===== src/rtl/seg_display_if.sv =====
`default_nettype none
// ============================================================================
// Module   : seg_display_if
// Purpose  : Handshake/data bundle between the control FSM and the
//            7-segment display controller.
// Signals  : load, value, lz_blank, blink_mask  (master -> slave)
//            busy, done, seg_out                (slave  -> master)
// Revision : 1.0 - initial release
// ============================================================================
interface seg_display_if #(
  parameter int DIGITS = 4,
  parameter int WIDTH  = 14
);
  logic                  load;
  logic [WIDTH-1:0]      value;
  logic                  lz_blank;
  logic [DIGITS-1:0]     blink_mask;
  logic                  busy;
  logic                  done;
  logic [7*DIGITS-1:0]   seg_out;

  modport master (
    output load, value, lz_blank, blink_mask,
    input  busy, done, seg_out
  );

  modport slave (
    input  load, value, lz_blank, blink_mask,
    output busy, done, seg_out
  );
endinterface
`default_nettype wire


===== src/rtl/seg_display_ctrl.sv =====
`default_nettype none
// ============================================================================
// Module   : seg_display_ctrl
// Purpose  : Multi-digit active-low 7-segment controller. A binary value is
//            accepted on load (when not busy), converted to BCD one bit per
//            clock (shift-add-3), then shown with leading-zero blanking,
//            overflow dashes and per-digit blinking.
// Ports    : clk  - system clock (rising edge)
//            rst  - asynchronous active-high reset
//            bus  - seg_display_if.slave: load/value/lz_blank/blink_mask in,
//                   busy/done/seg_out out (digit i at seg_out[7*i+6:7*i],
//                   bit 7*i+6 = segment a ... bit 7*i = segment g)
// Revision : 1.0 - initial release
// ============================================================================
module seg_display_ctrl #(
  parameter int DIGITS    = 4,
  parameter int WIDTH     = 14,
  parameter int BLINK_DIV = 25000000
) (
  input  wire logic     clk,
  input  wire logic     rst,
  seg_display_if.slave  bus
);

  localparam int c_CNT_W   = $clog2(WIDTH);
  localparam int c_BLINK_W = $clog2(BLINK_DIV);
  localparam int c_BCD_W   = 4 * DIGITS;

  localparam logic [c_CNT_W-1:0]   c_LAST_STEP  = c_CNT_W'(WIDTH - 1);
  localparam logic [c_BLINK_W-1:0] c_BLINK_LAST = c_BLINK_W'(BLINK_DIV - 1);

  localparam logic [6:0] c_SEG_DASH  = 7'b1111110;
  localparam logic [6:0] c_SEG_BLANK = 7'b1111111;

  function automatic logic [63:0] pow10(input int n);
    logic [63:0] r;
    r = 64'd1;
    for (int k = 0; k < n; k++) r = r * 64'd10;
    return r;
  endfunction

  // Largest value that fits in DIGITS decimal digits.
  localparam logic [63:0] c_MAX_VAL = pow10(DIGITS) - 64'd1;

  function automatic logic [6:0] seg_decode(input logic [3:0] nib);
    case (nib)
      4'd0:    seg_decode = 7'b0000001;
      4'd1:    seg_decode = 7'b1001111;
      4'd2:    seg_decode = 7'b0010010;
      4'd3:    seg_decode = 7'b0000110;
      4'd4:    seg_decode = 7'b1001100;
      4'd5:    seg_decode = 7'b0100100;
      4'd6:    seg_decode = 7'b0100000;
      4'd7:    seg_decode = 7'b0001111;
      4'd8:    seg_decode = 7'b0000000;
      4'd9:    seg_decode = 7'b0000100;
      default: seg_decode = c_SEG_BLANK;
    endcase
  endfunction

  typedef enum logic [0:0] {
    ST_IDLE = 1'b0,
    ST_CONV = 1'b1
  } state_t;

  state_t                 r_state;
  logic                   r_busy;
  logic [c_CNT_W-1:0]     r_step;
  logic [WIDTH-1:0]       r_bin;
  logic [c_BCD_W-1:0]     r_bcd;
  logic                   r_ovf;

  logic [c_BCD_W-1:0]     r_disp_bcd;
  logic                   r_disp_ovf;
  logic                   r_empty;
  logic                   r_committed;   // commit happened on the previous edge
  logic                   r_done;
  logic [7*DIGITS-1:0]    r_seg;

  logic [c_BLINK_W-1:0]   r_blink_cnt;
  logic                   r_blink_phase;

  logic [c_BCD_W-1:0]     w_adj;
  logic [c_BCD_W-1:0]     w_next_bcd;
  logic [WIDTH-1:0]       w_next_bin;
  logic                   w_ovf_in;
  logic                   w_zero_run;
  logic [6:0]             w_digit;
  logic [7*DIGITS-1:0]    w_seg_next;

  assign w_ovf_in = ({{(64-WIDTH){1'b0}}, bus.value} > c_MAX_VAL);

  // One double-dabble step: correct nibbles >= 5, then shift {bcd, bin}.
  always_comb begin
    w_adj = r_bcd;
    for (int i = 0; i < DIGITS; i++) begin
      if (r_bcd[4*i +: 4] >= 4'd5) w_adj[4*i +: 4] = r_bcd[4*i +: 4] + 4'd3;
    end
    w_next_bcd = {w_adj[c_BCD_W-2:0], r_bin[WIDTH-1]};
    w_next_bin = {r_bin[WIDTH-2:0], 1'b0};
  end

  // Per-digit output selection. Scanning from the top digit down,
  // w_zero_run stays set while this and every higher digit is zero.
  always_comb begin
    w_seg_next = '1;
    w_zero_run = 1'b1;
    w_digit    = c_SEG_BLANK;
    for (int i = DIGITS - 1; i >= 0; i--) begin
      w_zero_run = w_zero_run & (r_disp_bcd[4*i +: 4] == 4'd0);
      if (r_empty)                                w_digit = c_SEG_BLANK;
      else if (r_disp_ovf)                        w_digit = c_SEG_DASH;
      else if (bus.lz_blank && (i > 0) && w_zero_run) w_digit = c_SEG_BLANK;
      else                                        w_digit = seg_decode(r_disp_bcd[4*i +: 4]);
      // Blinking also hides dashes, so it is applied on top of the above.
      if (!r_empty && bus.blink_mask[i] && r_blink_phase) w_digit = c_SEG_BLANK;
      w_seg_next[7*i +: 7] = w_digit;
    end
  end

  always_ff @(posedge clk or posedge rst) begin
    if (rst) begin
      r_state       <= ST_IDLE;
      r_busy        <= 1'b0;
      r_step        <= '0;
      r_bin         <= '0;
      r_bcd         <= '0;
      r_ovf         <= 1'b0;
      r_disp_bcd    <= '0;
      r_disp_ovf    <= 1'b0;
      r_empty       <= 1'b1;
      r_committed   <= 1'b0;
      r_done        <= 1'b0;
      r_seg         <= '1;
      r_blink_cnt   <= '0;
      r_blink_phase <= 1'b0;
    end else begin
      r_committed <= 1'b0;
      case (r_state)
        ST_IDLE: begin
          if (bus.load) begin
            r_bin   <= bus.value;
            r_ovf   <= w_ovf_in;
            r_bcd   <= '0;
            r_step  <= '0;
            r_busy  <= 1'b1;
            r_state <= ST_CONV;
          end
        end
        ST_CONV: begin
          r_bcd  <= w_next_bcd;
          r_bin  <= w_next_bin;
          r_step <= r_step + 1'b1;
          if (r_step == c_LAST_STEP) begin
            r_disp_bcd  <= w_next_bcd;
            r_disp_ovf  <= r_ovf;
            r_empty     <= 1'b0;
            r_committed <= 1'b1;
            r_busy      <= 1'b0;
            r_state     <= ST_IDLE;
          end
        end
        default: begin
          r_state <= ST_IDLE;
          r_busy  <= 1'b0;
        end
      endcase

      // done is aligned with the first seg_out update after a commit.
      r_done <= r_committed;
      r_seg  <= w_seg_next;

      if (r_blink_cnt == c_BLINK_LAST) begin
        r_blink_cnt   <= '0;
        r_blink_phase <= ~r_blink_phase;
      end else begin
        r_blink_cnt <= r_blink_cnt + 1'b1;
      end
    end
  end

  assign bus.busy    = r_busy;
  assign bus.done    = r_done;
  assign bus.seg_out = r_seg;

endmodule
`default_nettype wire


===== src/flat_wrapper.sv =====
// flat-port wrapper written by rule: the top's interface ports become plain ports
module seg_display_ctrl_flat 
#(
  parameter int DIGITS    = 4,
  parameter int WIDTH     = 14,
  parameter int BLINK_DIV = 25000000
)
  (clk, rst, bus_load, bus_value, bus_lz_blank, bus_blink_mask, bus_busy, bus_done, bus_seg_out);
  seg_display_if #(.DIGITS(DIGITS), .WIDTH(WIDTH)) bus_i ();
  input  wire logic clk;
  input  wire logic rst;
  input wire logic [$bits(bus_i.load)-1:0] bus_load;
  input wire logic [$bits(bus_i.value)-1:0] bus_value;
  input wire logic [$bits(bus_i.lz_blank)-1:0] bus_lz_blank;
  input wire logic [$bits(bus_i.blink_mask)-1:0] bus_blink_mask;
  output wire logic [$bits(bus_i.busy)-1:0] bus_busy;
  output wire logic [$bits(bus_i.done)-1:0] bus_done;
  output wire logic [$bits(bus_i.seg_out)-1:0] bus_seg_out;
  assign bus_i.load = bus_load;
  assign bus_i.value = bus_value;
  assign bus_i.lz_blank = bus_lz_blank;
  assign bus_i.blink_mask = bus_blink_mask;
  assign bus_busy = bus_i.busy;
  assign bus_done = bus_i.done;
  assign bus_seg_out = bus_i.seg_out;
  seg_display_ctrl #(.DIGITS(DIGITS), .WIDTH(WIDTH), .BLINK_DIV(BLINK_DIV)) u_core (.clk(clk), .rst(rst), .bus(bus_i));
endmodule

===== config.mk =====
export PLATFORM = sky130hd
export DESIGN_NAME = seg_display_ctrl_flat
export DESIGN_NICKNAME = d
export VERILOG_FILES = /design/src/rtl/seg_display_if.sv /design/src/rtl/seg_display_ctrl.sv /design/src/flat_wrapper.sv
export SDC_FILE = /design/constraint.sdc
export NUM_CORES = 1
export LEC_CHECK = 0
export BUFFER_PORTS_ARGS = -buffer_cell sky130_fd_sc_hd__buf_4
export CAP_MARGIN = 20
export CELL_PAD_IN_SITES_DETAIL_PLACEMENT = 0
export CELL_PAD_IN_SITES_GLOBAL_PLACEMENT = 2
export CORE_MARGIN = 5
export CORE_UTILIZATION = 40
export CTS_CLUSTER_DIAMETER = 150
export DETAILED_ROUTE_END_ITERATION = 8
export PLACE_DENSITY_LB_ADDON = 0.1
export SLEW_MARGIN = 20
export SYNTH_ARGS = -nofsm -noshare
export SYNTH_HDL_FRONTEND = slang
export SYNTH_SLANG_ARGS = --single-unit

===== constraint.sdc =====
create_clock -name clk -period 5.2 [get_ports clk]
set_clock_uncertainty 0.1 [all_clocks]
set_input_delay 0.78 -clock clk [delete_from_list [all_inputs] [get_ports clk]]
set_output_delay 0.78 -clock clk [all_outputs]
set_load 0.05 [all_outputs]

==> flow_results.xml, run 1 <==
<?xml version="1.0" encoding="UTF-8"?>
<metrics>
  <group name="timing">
    <metric name="report.final.setup_viol" unit="">0</metric>
    <metric name="finalHoldViolCount" unit="">0</metric>
    <metric name="fin_setup_tns" unit="ps">0</metric>
    <metric name="min_period_over_period" unit="">0.444</metric>
    <metric name="final-max-slew-violation-count" unit="">0</metric>
    <metric name="finalCriticalPeriod" unit="ps">2310</metric>
    <metric name="final.hold.worst_slack" unit="ps">269</metric>
    <metric name="timing.max_slew.rel_slack" unit="">0.369</metric>
    <metric name="setup_repair_after_global_routing_missed_its_margin" unit="">no</metric>
    <metric name="timing_worst_slew_pin_value" unit="ps">947</metric>
    <metric name="fmax" unit="MHz">433</metric>
  </group>
  <group name="global_routing">
    <metric name="antenna_violations_before_repair" unit="">0</metric>
    <metric name="grt_usage" unit="">0.144</metric>
    <metric name="first_pass_grt_wire_length" unit="mm">19.1</metric>
    <metric name="vias_in_the_first_global_route" unit="">3944</metric>
    <metric name="grt_start_max_net_pins" unit="">76</metric>
    <metric name="overflow" unit="">0</metric>
  </group>
  <group name="routing">
    <metric name="antenna_violating_nets_post_route" unit="">0</metric>
    <metric name="route.vias.total" unit="">3974</metric>
    <metric name="wl_per_cell" unit="um">14.5</metric>
    <metric name="drc" unit="">0</metric>
    <metric name="wirelength" unit="mm">11.3</metric>
    <metric name="detail_route.vias_per_cell" unit="">5.09</metric>
    <metric name="detailed_route_iter0_violations" unit="">182</metric>
    <metric name="number_of_detailed_route_iterations_in_the_first_pass" unit="">4</metric>
  </group>
  <group name="power_and_ir_drop">
    <metric name="powerDensity" unit="nW/um2">610</metric>
    <metric name="irDropWorstVdd" unit="uV">303</metric>
    <metric name="total_switching_power" unit="mW">1.61</metric>
    <metric name="power.clock.fraction" unit="">0.186</metric>
    <metric name="swShare" unit="">0.408</metric>
    <metric name="power_frac_comb" unit="">0.434</metric>
    <metric name="share_of_total_power_in_sequential_cells" unit="">0.380</metric>
    <metric name="p_int" unit="mW">2.34</metric>
    <metric name="power.static_leakage" unit="nW">2.96</metric>
    <metric name="report.power.total" unit="mW">3.95</metric>
  </group>
  <group name="floorplanning">
    <metric name="core_region_area" unit="um2">13800</metric>
    <metric name="start_util" unit="">0.406</metric>
    <metric name="die_w" unit="um">128</metric>
    <metric name="die_height" unit="um">128</metric>
    <metric name="placementRows" unit="">43</metric>
    <metric name="num_io_pins" unit="">52</metric>
    <metric name="die-area" unit="um2">16500</metric>
  </group>
  <group name="cts">
    <metric name="clock_sink_count" unit="">111</metric>
    <metric name="cts.repair_timing.setup_buffer_count" unit="">0</metric>
    <metric name="clkSlewWorstSetupHoldPaths" unit="ps">70</metric>
    <metric name="post_cts_gate_resize_count" unit="">0</metric>
    <metric name="cts.root.buffer_cell" unit="">sky130_fd_sc_hd__clkbuf_16</metric>
    <metric name="cts_hold_buf" unit="">0</metric>
    <metric name="max-clock-path-buffers" unit="">2</metric>
    <metric name="tritoncts_clock_tree" unit="">yes</metric>
    <metric name="cts_inserted_buffers" unit="">9</metric>
    <metric name="worstSkewPairLatency" unit="ps">350</metric>
    <metric name="htree_levels" unit="">3</metric>
  </group>
  <group name="finish">
    <metric name="fill_cells" unit="">1301</metric>
    <metric name="post-route-cell-area" unit="um2">6470</metric>
    <metric name="antenna_cells_inserted" unit="">0</metric>
    <metric name="post_layout_nonfiller_instances" unit="">780</metric>
    <metric name="multi_input_area" unit="um2">2610</metric>
    <metric name="synthToLayoutAreaGrowth" unit="%">15.4</metric>
    <metric name="regArea" unit="um2">2820</metric>
    <metric name="final_layout_size_suffix_gt1_frac" unit="">0.182</metric>
    <metric name="nets" unit="">648</metric>
  </group>
  <group name="setup_path">
    <metric name="crit-reg2reg-launch" unit="">u_core.r_blink_cnt[0]$_DFF_PP0_</metric>
    <metric name="path_class" unit="">flop to flop</metric>
    <metric name="arrival" unit="ps">2480</metric>
    <metric name="logic_depth_of_the_worst_register_to_register_path" unit="">5</metric>
    <metric name="critPathSlowestCell" unit="">sky130_fd_sc_hd__or4_1</metric>
    <metric name="worst_ep_required_time" unit="ps">5370</metric>
    <metric name="critical_path.max_stage_delay" unit="ps">640</metric>
    <metric name="critPathCapture" unit="">u_core.r_blink_cnt[24]$_DFF_PP0_</metric>
    <metric name="timing.reg2reg.setup_slack" unit="ps">2890</metric>
    <metric name="type_of_element_launching_the_critical_path" unit="">flop</metric>
    <metric name="cp-end-kind" unit="">flop</metric>
    <metric name="critPathMaxFanout" unit="">15</metric>
    <metric name="worst_r2r_endpoint" unit="">u_core.r_blink_cnt[24]$_DFF_PP0_</metric>
    <metric name="path_cells" unit="">ha_1 &gt; and3_1 &gt; nand4_1 &gt; or4_1 &gt; a21oi_1</metric>
    <metric name="cp-startpoint" unit="">u_core.r_blink_cnt[0]$_DFF_PP0_</metric>
  </group>
  <group name="flow_run">
    <metric name="cap_violations" unit="">0</metric>
  </group>
  <group name="synthesis">
    <metric name="synth_edf_count" unit="">0</metric>
    <metric name="syn-cell-area" unit="um2">5610</metric>
    <metric name="synth_cells" unit="">554</metric>
    <metric name="synth_cell_type_count" unit="">47</metric>
    <metric name="postSynthNetCount" unit="">607</metric>
    <metric name="postSynthAreaPerCell" unit="um2">10.1</metric>
    <metric name="synth-async-reset-ratio" unit="">1.00</metric>
    <metric name="flop_and_latch_count_out_of_synthesis" unit="">111</metric>
    <metric name="synth-main-ff-cell" unit="">sky130_fd_sc_hd__dfrtp_1</metric>
    <metric name="ys_warn_count" unit="">0</metric>
    <metric name="sequential_element_share_of_the_synthesized_area" unit="">0.502</metric>
  </group>
  <group name="place">
    <metric name="dpl.hpwl" unit="mm">7.72</metric>
    <metric name="placed_cells_incl_taps" unit="">764</metric>
    <metric name="place_area" unit="um2">6150</metric>
    <metric name="io_port_bufs" unit="">51</metric>
    <metric name="gp_congestion" unit="">0.765</metric>
  </group>
  <group name="run_status">
    <metric name="status" unit="">completed</metric>
  </group>
  <group name="min_path">
    <metric name="holdCritStartpoint" unit="">u_core.r_committed$_DFF_PP0_</metric>
    <metric name="worst_hold_path_type" unit="">flop to flop</metric>
  </group>
</metrics>
## layout by cell type (no fill, tap or decap), types with 3 or more instances in the layout
cell                        instances
sky130_fd_sc_hd__nor2b_1            5
sky130_fd_sc_hd__nand2_1           57
sky130_fd_sc_hd__a21o_1             9
sky130_fd_sc_hd__nand2b_1          17
sky130_fd_sc_hd__nor4_1             4
sky130_fd_sc_hd__a22o_1             3
sky130_fd_sc_hd__dfstp_2           29
sky130_fd_sc_hd__nand4_1           14
sky130_fd_sc_hd__nor3b_1           11
sky130_fd_sc_hd__nor2_1            24
sky130_fd_sc_hd__o31ai_1            7
sky130_fd_sc_hd__ha_1              31
sky130_fd_sc_hd__mux2i_1           33
sky130_fd_sc_hd__clkbuf_16          9
sky130_fd_sc_hd__inv_1             25
sky130_fd_sc_hd__and3_1             3
sky130_fd_sc_hd__a21oi_1           35
sky130_fd_sc_hd__nor3_1             4
sky130_fd_sc_hd__mux2_2             4
sky130_fd_sc_hd__xnor2_1           12
sky130_fd_sc_hd__nand3b_1           3
sky130_fd_sc_hd__nand3_1           10
sky130_fd_sc_hd__o21ai_0           60
sky130_fd_sc_hd__or4_1              4
sky130_fd_sc_hd__xor2_1             6
sky130_fd_sc_hd__buf_4             54
sky130_fd_sc_hd__or3_1              9
sky130_fd_sc_hd__o21bai_1           4
sky130_fd_sc_hd__dfrtp_1           81
sky130_fd_sc_hd__and2_1             5
## power by group through the flow
stage                     logic [mW]  clock network, mW  registers [mW]
after floorplan                0.961                  0            1.84
after global placement          1.70                  0            1.51
after detailed placement        1.73                  0            1.52
after CTS                       1.74              0.766            1.50
after global routing            1.90              0.796            1.55
final                           1.71              0.734            1.50
## metal layers
| layer | track usage | up-vias | share of wire |
|---|---|---|---|
| met2 | 0.221 | 66 | 0.44 |
| li1 | - | 2016 | - |
| met4 | 0.0362 | 0 | 0.013 |
| met1 | 0.195 | 1882 | 0.50 |
| met3 | 0.0506 | 10 | 0.048 |
| met5 | 0 | - | 0 |
## critical path: cells and delay by family (launching register included)
| kind | cells | cell delay (ps) |
|---|---|---|
| compound gates | 1 | 150 |
| fa+ha+maj | 1 | 280 |
| flops | 1 | 430 |
| simple gates | 3 | 1280 |
## area by class of cell
type	count	area share
clock buffers	12	0.0381
clock inverters	4	0.0106
inverters	27	0.0160
multi-input cells	392	0.403
flip-flops and latches	111	0.435
well taps	180	0.0348
repair buffers	54	0.0626
## state kept, by name, summed over array words and instances (netlist names)
name,count
u_core.bus.seg_out,28
u_core.r_blink_cnt,25
u_core.r_bcd,16
u_core.r_disp_bcd,16
u_core.r_bin,14
u_core.r_step,4
u_core.bus.busy,1
u_core.bus.done,1
u_core.r_blink_phase,1
u_core.r_committed,1
u_core.r_disp_ovf,1
u_core.r_empty,1
u_core.r_ovf,1
u_core.r_state,1
## cell usage after synthesis, types with 5 or more instances
cell                       count  area share
sky130_fd_sc_hd__dfrtp_1      82        0.37
sky130_fd_sc_hd__o21ai_0      60       0.054
sky130_fd_sc_hd__nand2_1      57       0.038
sky130_fd_sc_hd__a21oi_1      35       0.031
sky130_fd_sc_hd__mux2i_1      33       0.059
sky130_fd_sc_hd__ha_1         31       0.069
sky130_fd_sc_hd__dfstp_2      29        0.14
sky130_fd_sc_hd__inv_1        26       0.017
sky130_fd_sc_hd__nor2_1       24       0.016
sky130_fd_sc_hd__nand2b_1     17       0.019
sky130_fd_sc_hd__clkbuf_1     15       0.010
sky130_fd_sc_hd__nand4_1      14       0.016
sky130_fd_sc_hd__xnor2_1      12       0.019
sky130_fd_sc_hd__nor3b_1      11       0.015
sky130_fd_sc_hd__nand3_1      10      0.0089
sky130_fd_sc_hd__a21o_1        9       0.012
sky130_fd_sc_hd__or3_1         9       0.010
sky130_fd_sc_hd__buf_1         7      0.0047
sky130_fd_sc_hd__o31ai_1       7      0.0094
sky130_fd_sc_hd__xor2_1        6      0.0094
sky130_fd_sc_hd__and2_1        5      0.0056
sky130_fd_sc_hd__nor2b_1       5      0.0056
## worst min path at each step
stage	cells past startpoint	to
2_1_floorplan	0	u_core.bus.done$_DFF_PP0_
3_3_place_gp	0	u_core.bus.done$_DFF_PP0_
3_5_place_dp	0	u_core.bus.done$_DFF_PP0_
4_1_cts	0	u_core.bus.done$_DFF_PP0_
5_1_grt	0	u_core.bus.done$_DFF_PP0_
6_report	0	u_core.bus.done$_DFF_PP0_
## metrics by stage
| step | setup WS (ps) | utilization |
|---|---|---|
| 2_1_floorplan | 1440 | - |
| 3_3_place_gp | 2920 | 0.445 |
| 3_5_place_dp | 2880 | 0.445 |
| 4_1_cts | 2860 | 0.468 |
| 5_1_grt | 2660 | 0.468 |
| 6_report | 2890 | 0.468 |
## cell families after synthesis
| logic type | synth area share |
|---|---|
| xor+xnor | 0.0281 |
| compound gates | 0.132 |
| buf+inv | 0.0346 |
| simple gates | 0.167 |
| mux | 0.0669 |
| fa+ha+maj | 0.0691 |
| flops | 0.502 |
Note: power is estimated with default switching activity, not from simulation.
==> run 2, diff against run 1 <==
--- a/config.mk
+++ b/config.mk
@@ -10,7 +10,7 @@
 export CELL_PAD_IN_SITES_DETAIL_PLACEMENT = 0
 export CELL_PAD_IN_SITES_GLOBAL_PLACEMENT = 2
 export CORE_MARGIN = 5
-export CORE_UTILIZATION = 40
+export CORE_UTILIZATION = 38
 export CTS_CLUSTER_DIAMETER = 150
 export DETAILED_ROUTE_END_ITERATION = 8
 export PLACE_DENSITY_LB_ADDON = 0.1
==> constraint.sdc (replaced) <==
create_clock -name clk -period 2.25 [get_ports clk]
set_clock_uncertainty 0.1 [all_clocks]
set_input_delay 0.3375 -clock clk [delete_from_list [all_inputs] [get_ports clk]]
set_output_delay 0.3375 -clock clk [all_outputs]
set_load 0.05 [all_outputs]
==> run 2 against run 1 <==
Sequential share of layout area fell by 0.22 points. Die area up 4.8%. Via count is 1.3% higher. Cell count rose by 1.5%. Flip-flop and latch count stayed put. Sequential power grew 130%. First-iteration DRC count increased by 12%. Critical path depth grew 1. Combinational power up 140%. Global-route usage down 0.57 points. Maximum frequency is 17% higher.
==> flow_results.xml, run 2 (synthesis gave the netlist of run 1 again) <==
<?xml version="1.0" encoding="UTF-8"?>
<metrics>
  <group name="run_status">
    <metric name="status" unit="">completed</metric>
  </group>
  <group name="setup_path">
    <metric name="timing.reg2reg.setup_slack" unit="ps">280</metric>
    <metric name="crit-reg2reg-launch" unit="">u_core.r_blink_cnt[0]$_DFF_PP0_</metric>
    <metric name="critPathMaxFanout" unit="">15</metric>
    <metric name="arrival" unit="ps">2140</metric>
    <metric name="worst_ep_required_time" unit="ps">2420</metric>
    <metric name="worst_r2r_endpoint" unit="">u_core.r_blink_cnt[24]$_DFF_PP0_</metric>
    <metric name="cp-end-kind" unit="">flop</metric>
    <metric name="cp-startpoint" unit="">u_core.r_blink_cnt[0]$_DFF_PP0_</metric>
    <metric name="type_of_element_launching_the_critical_path" unit="">flop</metric>
    <metric name="critPathCapture" unit="">u_core.r_blink_cnt[24]$_DFF_PP0_</metric>
    <metric name="logic_depth_of_the_worst_register_to_register_path" unit="">6</metric>
    <metric name="path_class" unit="">flop to flop</metric>
  </group>
  <group name="finish">
    <metric name="regArea" unit="um2">2820</metric>
    <metric name="synthToLayoutAreaGrowth" unit="%">16.0</metric>
    <metric name="nets" unit="">656</metric>
    <metric name="final_layout_size_suffix_gt1_frac" unit="">0.189</metric>
    <metric name="final_cell_mix" unit="">81 x sky130_fd_sc_hd__dfrtp_1, 60 x sky130_fd_sc_hd__o21ai_0, 60 x sky130_fd_sc_hd__buf_4</metric>
    <metric name="fill_cells" unit="">1403</metric>
    <metric name="most_frequent_standard_cell_in_the_layout_excluding_fill_and_tap_cells" unit="">sky130_fd_sc_hd__dfrtp_1</metric>
    <metric name="antenna_cells_inserted" unit="">0</metric>
    <metric name="multi_input_area" unit="um2">2600</metric>
    <metric name="largest_reg_flops" unit="">28</metric>
    <metric name="post-route-cell-area" unit="um2">6500</metric>
  </group>
  <group name="cts">
    <metric name="cts.root.buffer_cell" unit="">sky130_fd_sc_hd__clkbuf_16</metric>
    <metric name="worstSkewPairLatency" unit="ps">350</metric>
    <metric name="htree_levels" unit="">3</metric>
    <metric name="tritoncts_clock_tree" unit="">yes</metric>
    <metric name="post_cts_gate_resize_count" unit="">0</metric>
    <metric name="cts_hold_buf" unit="">0</metric>
    <metric name="clkSlewWorstSetupHoldPaths" unit="ps">70</metric>
    <metric name="max-clock-path-buffers" unit="">2</metric>
    <metric name="cts_inserted_buffers" unit="">9</metric>
    <metric name="clock_sink_count" unit="">111</metric>
    <metric name="cts.repair_timing.setup_buffer_count" unit="">0</metric>
  </group>
  <group name="power_and_ir_drop">
    <metric name="powerDensity" unit="nW/um2">1380</metric>
    <metric name="power.clock.fraction" unit="">0.164</metric>
    <metric name="irDropWorstVdd" unit="uV">507</metric>
    <metric name="p_int" unit="mW">5.23</metric>
    <metric name="swShare" unit="">0.416</metric>
    <metric name="power.static_leakage" unit="nW">2.97</metric>
    <metric name="total_switching_power" unit="mW">3.72</metric>
    <metric name="power_frac_comb" unit="">0.453</metric>
    <metric name="share_of_total_power_in_sequential_cells" unit="">0.383</metric>
  </group>
  <group name="routing">
    <metric name="detail_route.vias_per_cell" unit="">5.08</metric>
    <metric name="drc" unit="">0</metric>
    <metric name="wl_per_cell" unit="um">14.6</metric>
    <metric name="number_of_detailed_route_iterations_in_the_first_pass" unit="">4</metric>
    <metric name="detailed_route_iter0_violations" unit="">203</metric>
    <metric name="wirelength" unit="mm">11.5</metric>
    <metric name="antenna_violating_nets_post_route" unit="">0</metric>
    <metric name="route.vias.total" unit="">4026</metric>
  </group>
  <group name="timing">
    <metric name="finalHoldViolCount" unit="">0</metric>
    <metric name="final.hold.worst_slack" unit="ps">33.1</metric>
    <metric name="fmax" unit="MHz">509</metric>
    <metric name="timing_worst_slew_pin_value" unit="ps">608</metric>
    <metric name="finalCriticalPeriod" unit="ps">1970</metric>
    <metric name="final-max-slew-violation-count" unit="">0</metric>
    <metric name="fin_setup_tns" unit="ps">0</metric>
    <metric name="report.final.setup_viol" unit="">0</metric>
    <metric name="setup_repair_after_global_routing_missed_its_margin" unit="">no</metric>
    <metric name="min_period_over_period" unit="">0.874</metric>
    <metric name="timing.max_slew.rel_slack" unit="">0.595</metric>
  </group>
  <group name="global_routing">
    <metric name="grt_usage" unit="">0.138</metric>
    <metric name="antenna_violations_before_repair" unit="">0</metric>
    <metric name="grt_start_max_net_pins" unit="">112</metric>
    <metric name="first_pass_grt_wire_length" unit="mm">19.8</metric>
    <metric name="vias_in_the_first_global_route" unit="">3967</metric>
    <metric name="overflow" unit="">0</metric>
  </group>
  <group name="place">
    <metric name="gp_congestion" unit="">0.775</metric>
    <metric name="place_area" unit="um2">6240</metric>
    <metric name="io_port_bufs" unit="">51</metric>
    <metric name="dpl.hpwl" unit="mm">7.98</metric>
  </group>
  <group name="floorplanning">
    <metric name="num_io_pins" unit="">52</metric>
    <metric name="placementRows" unit="">44</metric>
    <metric name="start_util" unit="">0.387</metric>
    <metric name="core_region_area" unit="um2">14500</metric>
    <metric name="die_w" unit="um">131</metric>
    <metric name="die_height" unit="um">131</metric>
    <metric name="die-area" unit="um2">17300</metric>
  </group>
  <group name="flow_run">
    <metric name="cap_violations" unit="">0</metric>
  </group>
  <group name="min_path">
    <metric name="worst_hold_path_type" unit="">input pin to async pin</metric>
  </group>
</metrics>
==> run 2: cell types whose count changed in the layout (fill, tap and decap cells not counted), sizes merged <==
cell,change
buf,+8
clkbuf,+3
bufinv,-2
clkinv,-1
clkinvlp,+1
inv,-1
==> run 2: power by group through the flow <==
stage | sequential, mW | combinational [mW] | clock (mW)
floorplan | 4.25 | 2.22 | 0
detailed placement | 3.48 | 4.10 | 0
global route | 3.55 | 4.54 | 1.62
finish | 3.43 | 4.06 | 1.47
CTS | 3.45 | 4.12 | 1.54
global placement | 3.45 | 4.05 | 0
==> run 2: cell type report <==
cell class | instances | share of cell area
clock inverters | 1 | 0.000769
repair buffers | 62 | 0.0754
multi-input cells | 392 | 0.400
clock buffers | 15 | 0.0396
well taps | 184 | 0.0354
inverters | 27 | 0.0162
flip-flops and latches | 111 | 0.433
==> run 2: worst max-delay path, cell delays in order, from the launching register on <==
cell and delay (ps):
sky130_fd_sc_hd__dfrtp_1 430, sky130_fd_sc_hd__ha_1 270, sky130_fd_sc_hd__and3_1 180, sky130_fd_sc_hd__nand4_1 90, sky130_fd_sc_hd__buf_4 200, sky130_fd_sc_hd__or4_1 470, sky130_fd_sc_hd__a21oi_1 150
==> run 2: stage by stage <==
step	std cells	power [mW]	setup slack (ps)	utilization
global placement	776	7.51	354	0.431
finish	792	8.96	284	0.449
detailed placement	776	7.59	305	0.431
global route	792	9.71	58.2	0.449
CTS	792	9.11	281	0.449
floorplan	554	6.47	454	-
==> run 2: routing by layer <==
layer  vias up  wire (um)  GRT usage  part of all wire
met5         -          0          0                 0
met4         0        140     0.0377             0.012
met3        11        515     0.0436             0.045
met2        63       5060      0.209              0.44
met1      1914       5810      0.192              0.50
li1       2038          -          -                 -
==> run 2: how the worst min path moves through the flow <==
stage,cells past startpoint,endpoint,from,slack (ps)
after global routing,3,u_core.bus.seg_out[14]$_DFF_PP1_,bus_blink_mask[2],110
after detailed placement,0,u_core.bus.done$_DFF_PP0_,u_core.r_committed$_DFF_PP0_,270
after CTS,3,u_core.r_bin[8]$_DFFE_PP0P_,rst,90
final,3,u_core.r_bin[4]$_DFFE_PP0P_,rst,30
after global placement,0,u_core.bus.done$_DFF_PP0_,u_core.r_committed$_DFF_PP0_,270
after floorplan,0,u_core.bus.done$_DFF_PP0_,u_core.r_committed$_DFF_PP0_,230
==> run 3, diff against run 2 <==
--- a/config.mk
+++ b/config.mk
@@ -5,12 +5,13 @@
 export SDC_FILE = /design/constraint.sdc
 export NUM_CORES = 1
 export LEC_CHECK = 0
+export ABC_AREA = 1
 export BUFFER_PORTS_ARGS = -buffer_cell sky130_fd_sc_hd__buf_4
 export CAP_MARGIN = 20
 export CELL_PAD_IN_SITES_DETAIL_PLACEMENT = 0
 export CELL_PAD_IN_SITES_GLOBAL_PLACEMENT = 2
 export CORE_MARGIN = 5
-export CORE_UTILIZATION = 38
+export CORE_UTILIZATION = 36
 export CTS_CLUSTER_DIAMETER = 150
 export DETAILED_ROUTE_END_ITERATION = 8
 export PLACE_DENSITY_LB_ADDON = 0.1
==> run 3 against run 2 <==
Hold slack improved by 34 ps. Via count rose by 9.5%. Sequential power fell by 1%. Critical path depth did not move. Die area rose by 6.8%. Setup slack improved by 260 ps. Wire length rose by 12%. Highest routed layer unchanged.
==> flow_results.xml, run 3 <==
<?xml version="1.0" encoding="UTF-8"?>
<metrics>
  <group name="run_status">
    <metric name="status" unit="">completed</metric>
  </group>
  <group name="routing">
    <metric name="detailed_route_iter0_violations" unit="">219</metric>
    <metric name="route.vias.total" unit="">4410</metric>
    <metric name="detail_route.vias_per_cell" unit="">4.60</metric>
    <metric name="antenna_violating_nets_post_route" unit="">0</metric>
    <metric name="drc" unit="">0</metric>
    <metric name="number_of_detailed_route_iterations_in_the_first_pass" unit="">4</metric>
    <metric name="wirelength" unit="mm">12.9</metric>
    <metric name="wl_per_cell" unit="um">13.5</metric>
  </group>
  <group name="finish">
    <metric name="post_layout_nonfiller_instances" unit="">959</metric>
    <metric name="final_layout_size_suffix_gt1_frac" unit="">0.183</metric>
    <metric name="nets" unit="">791</metric>
    <metric name="final_cell_mix" unit="">193 x sky130_fd_sc_hd__nand2_1, 82 x sky130_fd_sc_hd__dfrtp_1, 73 x sky130_fd_sc_hd__inv_1</metric>
    <metric name="largest_reg_flops" unit="">28</metric>
    <metric name="post-route-cell-area" unit="um2">6620</metric>
    <metric name="fill_cells" unit="">1633</metric>
    <metric name="synthToLayoutAreaGrowth" unit="%">16.1</metric>
    <metric name="most_frequent_standard_cell_in_the_layout_excluding_fill_and_tap_cells" unit="">sky130_fd_sc_hd__nand2_1</metric>
    <metric name="antenna_cells_inserted" unit="">0</metric>
  </group>
  <group name="timing">
    <metric name="min_period_over_period" unit="">0.757</metric>
    <metric name="setup_repair_after_global_routing_missed_its_margin" unit="">no</metric>
    <metric name="finalHoldViolCount" unit="">0</metric>
    <metric name="final-max-slew-violation-count" unit="">0</metric>
    <metric name="fmax" unit="MHz">588</metric>
    <metric name="final.setup.worst_slack" unit="ps">548</metric>
    <metric name="finalCriticalPeriod" unit="ps">1700</metric>
    <metric name="final.hold.worst_slack" unit="ps">66.7</metric>
    <metric name="fin_setup_tns" unit="ps">0</metric>
    <metric name="timing_worst_slew_pin_value" unit="ps">574</metric>
    <metric name="report.final.setup_viol" unit="">0</metric>
    <metric name="timing.max_slew.rel_slack" unit="">0.617</metric>
  </group>
  <group name="floorplanning">
    <metric name="die-area" unit="um2">18500</metric>
    <metric name="start_util" unit="">0.363</metric>
    <metric name="core_region_area" unit="um2">15700</metric>
    <metric name="die_w" unit="um">136</metric>
    <metric name="placementRows" unit="">46</metric>
    <metric name="num_io_pins" unit="">52</metric>
    <metric name="die_height" unit="um">136</metric>
  </group>
  <group name="setup_path">
    <metric name="type_of_element_launching_the_critical_path" unit="">flop</metric>
    <metric name="path_class" unit="">flop to flop</metric>
    <metric name="arrival" unit="ps">1890</metric>
    <metric name="worst_ep_required_time" unit="ps">2430</metric>
    <metric name="critPathMaxFanout" unit="">6</metric>
    <metric name="critical_path.max_stage_delay" unit="ps">450</metric>
    <metric name="critPathMostFrequentCell" unit="">sky130_fd_sc_hd__nand4_1</metric>
    <metric name="critPathSlowestCell" unit="">sky130_fd_sc_hd__dfrtp_1</metric>
    <metric name="cp-end-kind" unit="">flop</metric>
    <metric name="timing.reg2reg.setup_slack" unit="ps">550</metric>
    <metric name="path_cells" unit="">inv_1 &gt; ha_1 &gt; nand2_1 &gt; nor2_1 &gt; nand4_1 &gt; nand4_1</metric>
  </group>
  <group name="synthesis">
    <metric name="post_synth_main_area_contributors" unit="">sky130_fd_sc_hd__dfrtp_1 36%, sky130_fd_sc_hd__dfstp_2 13%, sky130_fd_sc_hd__nand2_1 13%</metric>
    <metric name="ys_warn_count" unit="">0</metric>
    <metric name="postSynthAreaPerCell" unit="um2">8.37</metric>
    <metric name="synth_common_cells" unit="">193 x sky130_fd_sc_hd__nand2_1, 82 x sky130_fd_sc_hd__dfrtp_1, 74 x sky130_fd_sc_hd__inv_1</metric>
    <metric name="sequential_element_share_of_the_synthesized_area" unit="">0.493</metric>
    <metric name="synth_cell_type_count" unit="">37</metric>
    <metric name="syn-cell-area" unit="um2">5700</metric>
    <metric name="synth-main-ff-cell" unit="">sky130_fd_sc_hd__dfrtp_1</metric>
    <metric name="flop_and_latch_count_out_of_synthesis" unit="">111</metric>
    <metric name="synth_cells" unit="">681</metric>
    <metric name="synth-async-reset-ratio" unit="">1.00</metric>
    <metric name="postSynthNetCount" unit="">734</metric>
    <metric name="synth_most_common_cell" unit="">sky130_fd_sc_hd__nand2_1</metric>
    <metric name="synth_top_area_frac" unit="">0.360</metric>
    <metric name="synth_edf_count" unit="">0</metric>
    <metric name="synth_top_cell_by_area" unit="">sky130_fd_sc_hd__dfrtp_1</metric>
  </group>
  <group name="place">
    <metric name="dpl.hpwl" unit="mm">9.76</metric>
    <metric name="place_ws" unit="ps">574</metric>
    <metric name="place_area" unit="um2">6340</metric>
    <metric name="placed_cells_incl_taps" unit="">943</metric>
    <metric name="gp_congestion" unit="">0.800</metric>
    <metric name="io_port_bufs" unit="">51</metric>
  </group>
  <group name="cts">
    <metric name="htree_levels" unit="">3</metric>
    <metric name="max-clock-path-buffers" unit="">2</metric>
    <metric name="worstSkewPairLatency" unit="ps">350</metric>
    <metric name="clkSlewWorstSetupHoldPaths" unit="ps">70</metric>
    <metric name="cts_hold_buf" unit="">0</metric>
    <metric name="cts_inserted_buffers" unit="">9</metric>
    <metric name="post_cts_gate_resize_count" unit="">0</metric>
    <metric name="clock_sink_count" unit="">111</metric>
    <metric name="tritoncts_clock_tree" unit="">yes</metric>
    <metric name="cts.root.buffer_cell" unit="">sky130_fd_sc_hd__clkbuf_16</metric>
    <metric name="cts.repair_timing.setup_buffer_count" unit="">0</metric>
  </group>
  <group name="global_routing">
    <metric name="vias_in_the_first_global_route" unit="">4334</metric>
    <metric name="grt_usage" unit="">0.152</metric>
    <metric name="overflow" unit="">0</metric>
    <metric name="grt_start_max_net_pins" unit="">112</metric>
    <metric name="antenna_violations_before_repair" unit="">0</metric>
    <metric name="first_pass_grt_wire_length" unit="mm">22.0</metric>
  </group>
  <group name="min_path">
    <metric name="worst_hold_path_type" unit="">input pin to async pin</metric>
  </group>
  <group name="power_and_ir_drop">
    <metric name="irDropWorstVdd" unit="uV">677</metric>
    <metric name="powerDensity" unit="nW/um2">1370</metric>
    <metric name="power.static_leakage" unit="nW">3.18</metric>
  </group>
  <group name="flow_run">
    <metric name="cap_violations" unit="">0</metric>
  </group>
</metrics>
-- run 3: changes by cell type in the layout (fill, tap and decap cells not counted), sizes merged, moves of 13 or more --
| cell | previous run | this run |
|---|---|---|
| nand2 | 57 | 198 |
| nor2 | 24 | 76 |
| nand3 | 10 | 52 |
| a21oi | 35 | 12 |
| o22ai | 0 | 13 |
| mux2i | 33 | 0 |
| o21ai | 60 | 47 |
| nand2b | 17 | 0 |
| inv | 26 | 77 |
-- run 3: per-layer routing --
layer | GRT usage | part of all wire
met2 | 0.232 | 0.44
met1 | 0.216 | 0.51
met5 | 0 | 0
met4 | 0.0409 | 0.0075
met3 | 0.0407 | 0.040
-- run 3: kinds of logic after synthesis --
group | share of synthesized area
xor gates and xnor gates | 0.0292
and+or+nand+nor | 0.263
AOI/OAI and AO/OA | 0.0807
buffers and inverters | 0.0660
adders and majority gates | 0.0680
DFF | 0.493
-- run 3: final timing paths --
check,startpoint,to,depth (start not counted)
max,u_core.r_disp_bcd[12]$_DFFE_PP0P_,u_core.bus.seg_out[9]$_DFF_PP1_,6
max in group asynchronous,rst,u_core.r_disp_bcd[0]$_DFFE_PP0P_,3
min in group clk,bus_value[1],u_core.r_bin[1]$_DFFE_PP0P_,3
min,rst,u_core.r_blink_cnt[21]$_DFF_PP0_,3
max reg2reg,u_core.r_disp_bcd[12]$_DFFE_PP0P_,u_core.bus.seg_out[9]$_DFF_PP1_,6
min reg2reg,u_core.r_committed$_DFF_PP0_,u_core.bus.done$_DFF_PP0_,0
-- run 3: power by group --
group | internal, mW | total, mW | switching (mW)
clock | 0.789 | 1.51 | 0.721
combinational | 1.35 | 4.17 | 2.82
sequential | 2.90 | 3.39 | 0.484
-- run 3: area by class of cell --
class,count,area [um2],area share
Sequential cell,111,2810,0.425
Multi-Input combinational cell,480,2510,0.379
Timing Repair Buffer,57,440,0.0665
Inverter,79,307,0.0463
Tap cell,216,270,0.0408
Clock buffer,12,246,0.0372
Clock inverter,4,31.3,0.00472
-- run 3: critical path: cells and delay by family, from the launching register on --
kind / cells / cell delay, ps
and+or+nand+nor: 4 / 780
DFF: 1 / 450
adders and majority gates: 1 / 170
buffers and inverters: 1 / 140
-- run 3: per-stage QoR --
step	total power [mW]	utilization
6_report	9.07	0.421
5_1_grt	9.85	0.421
4_1_cts	9.21	0.421
3_5_place_dp	7.65	0.404
3_3_place_gp	7.58	0.404
2_1_floorplan	6.42	-
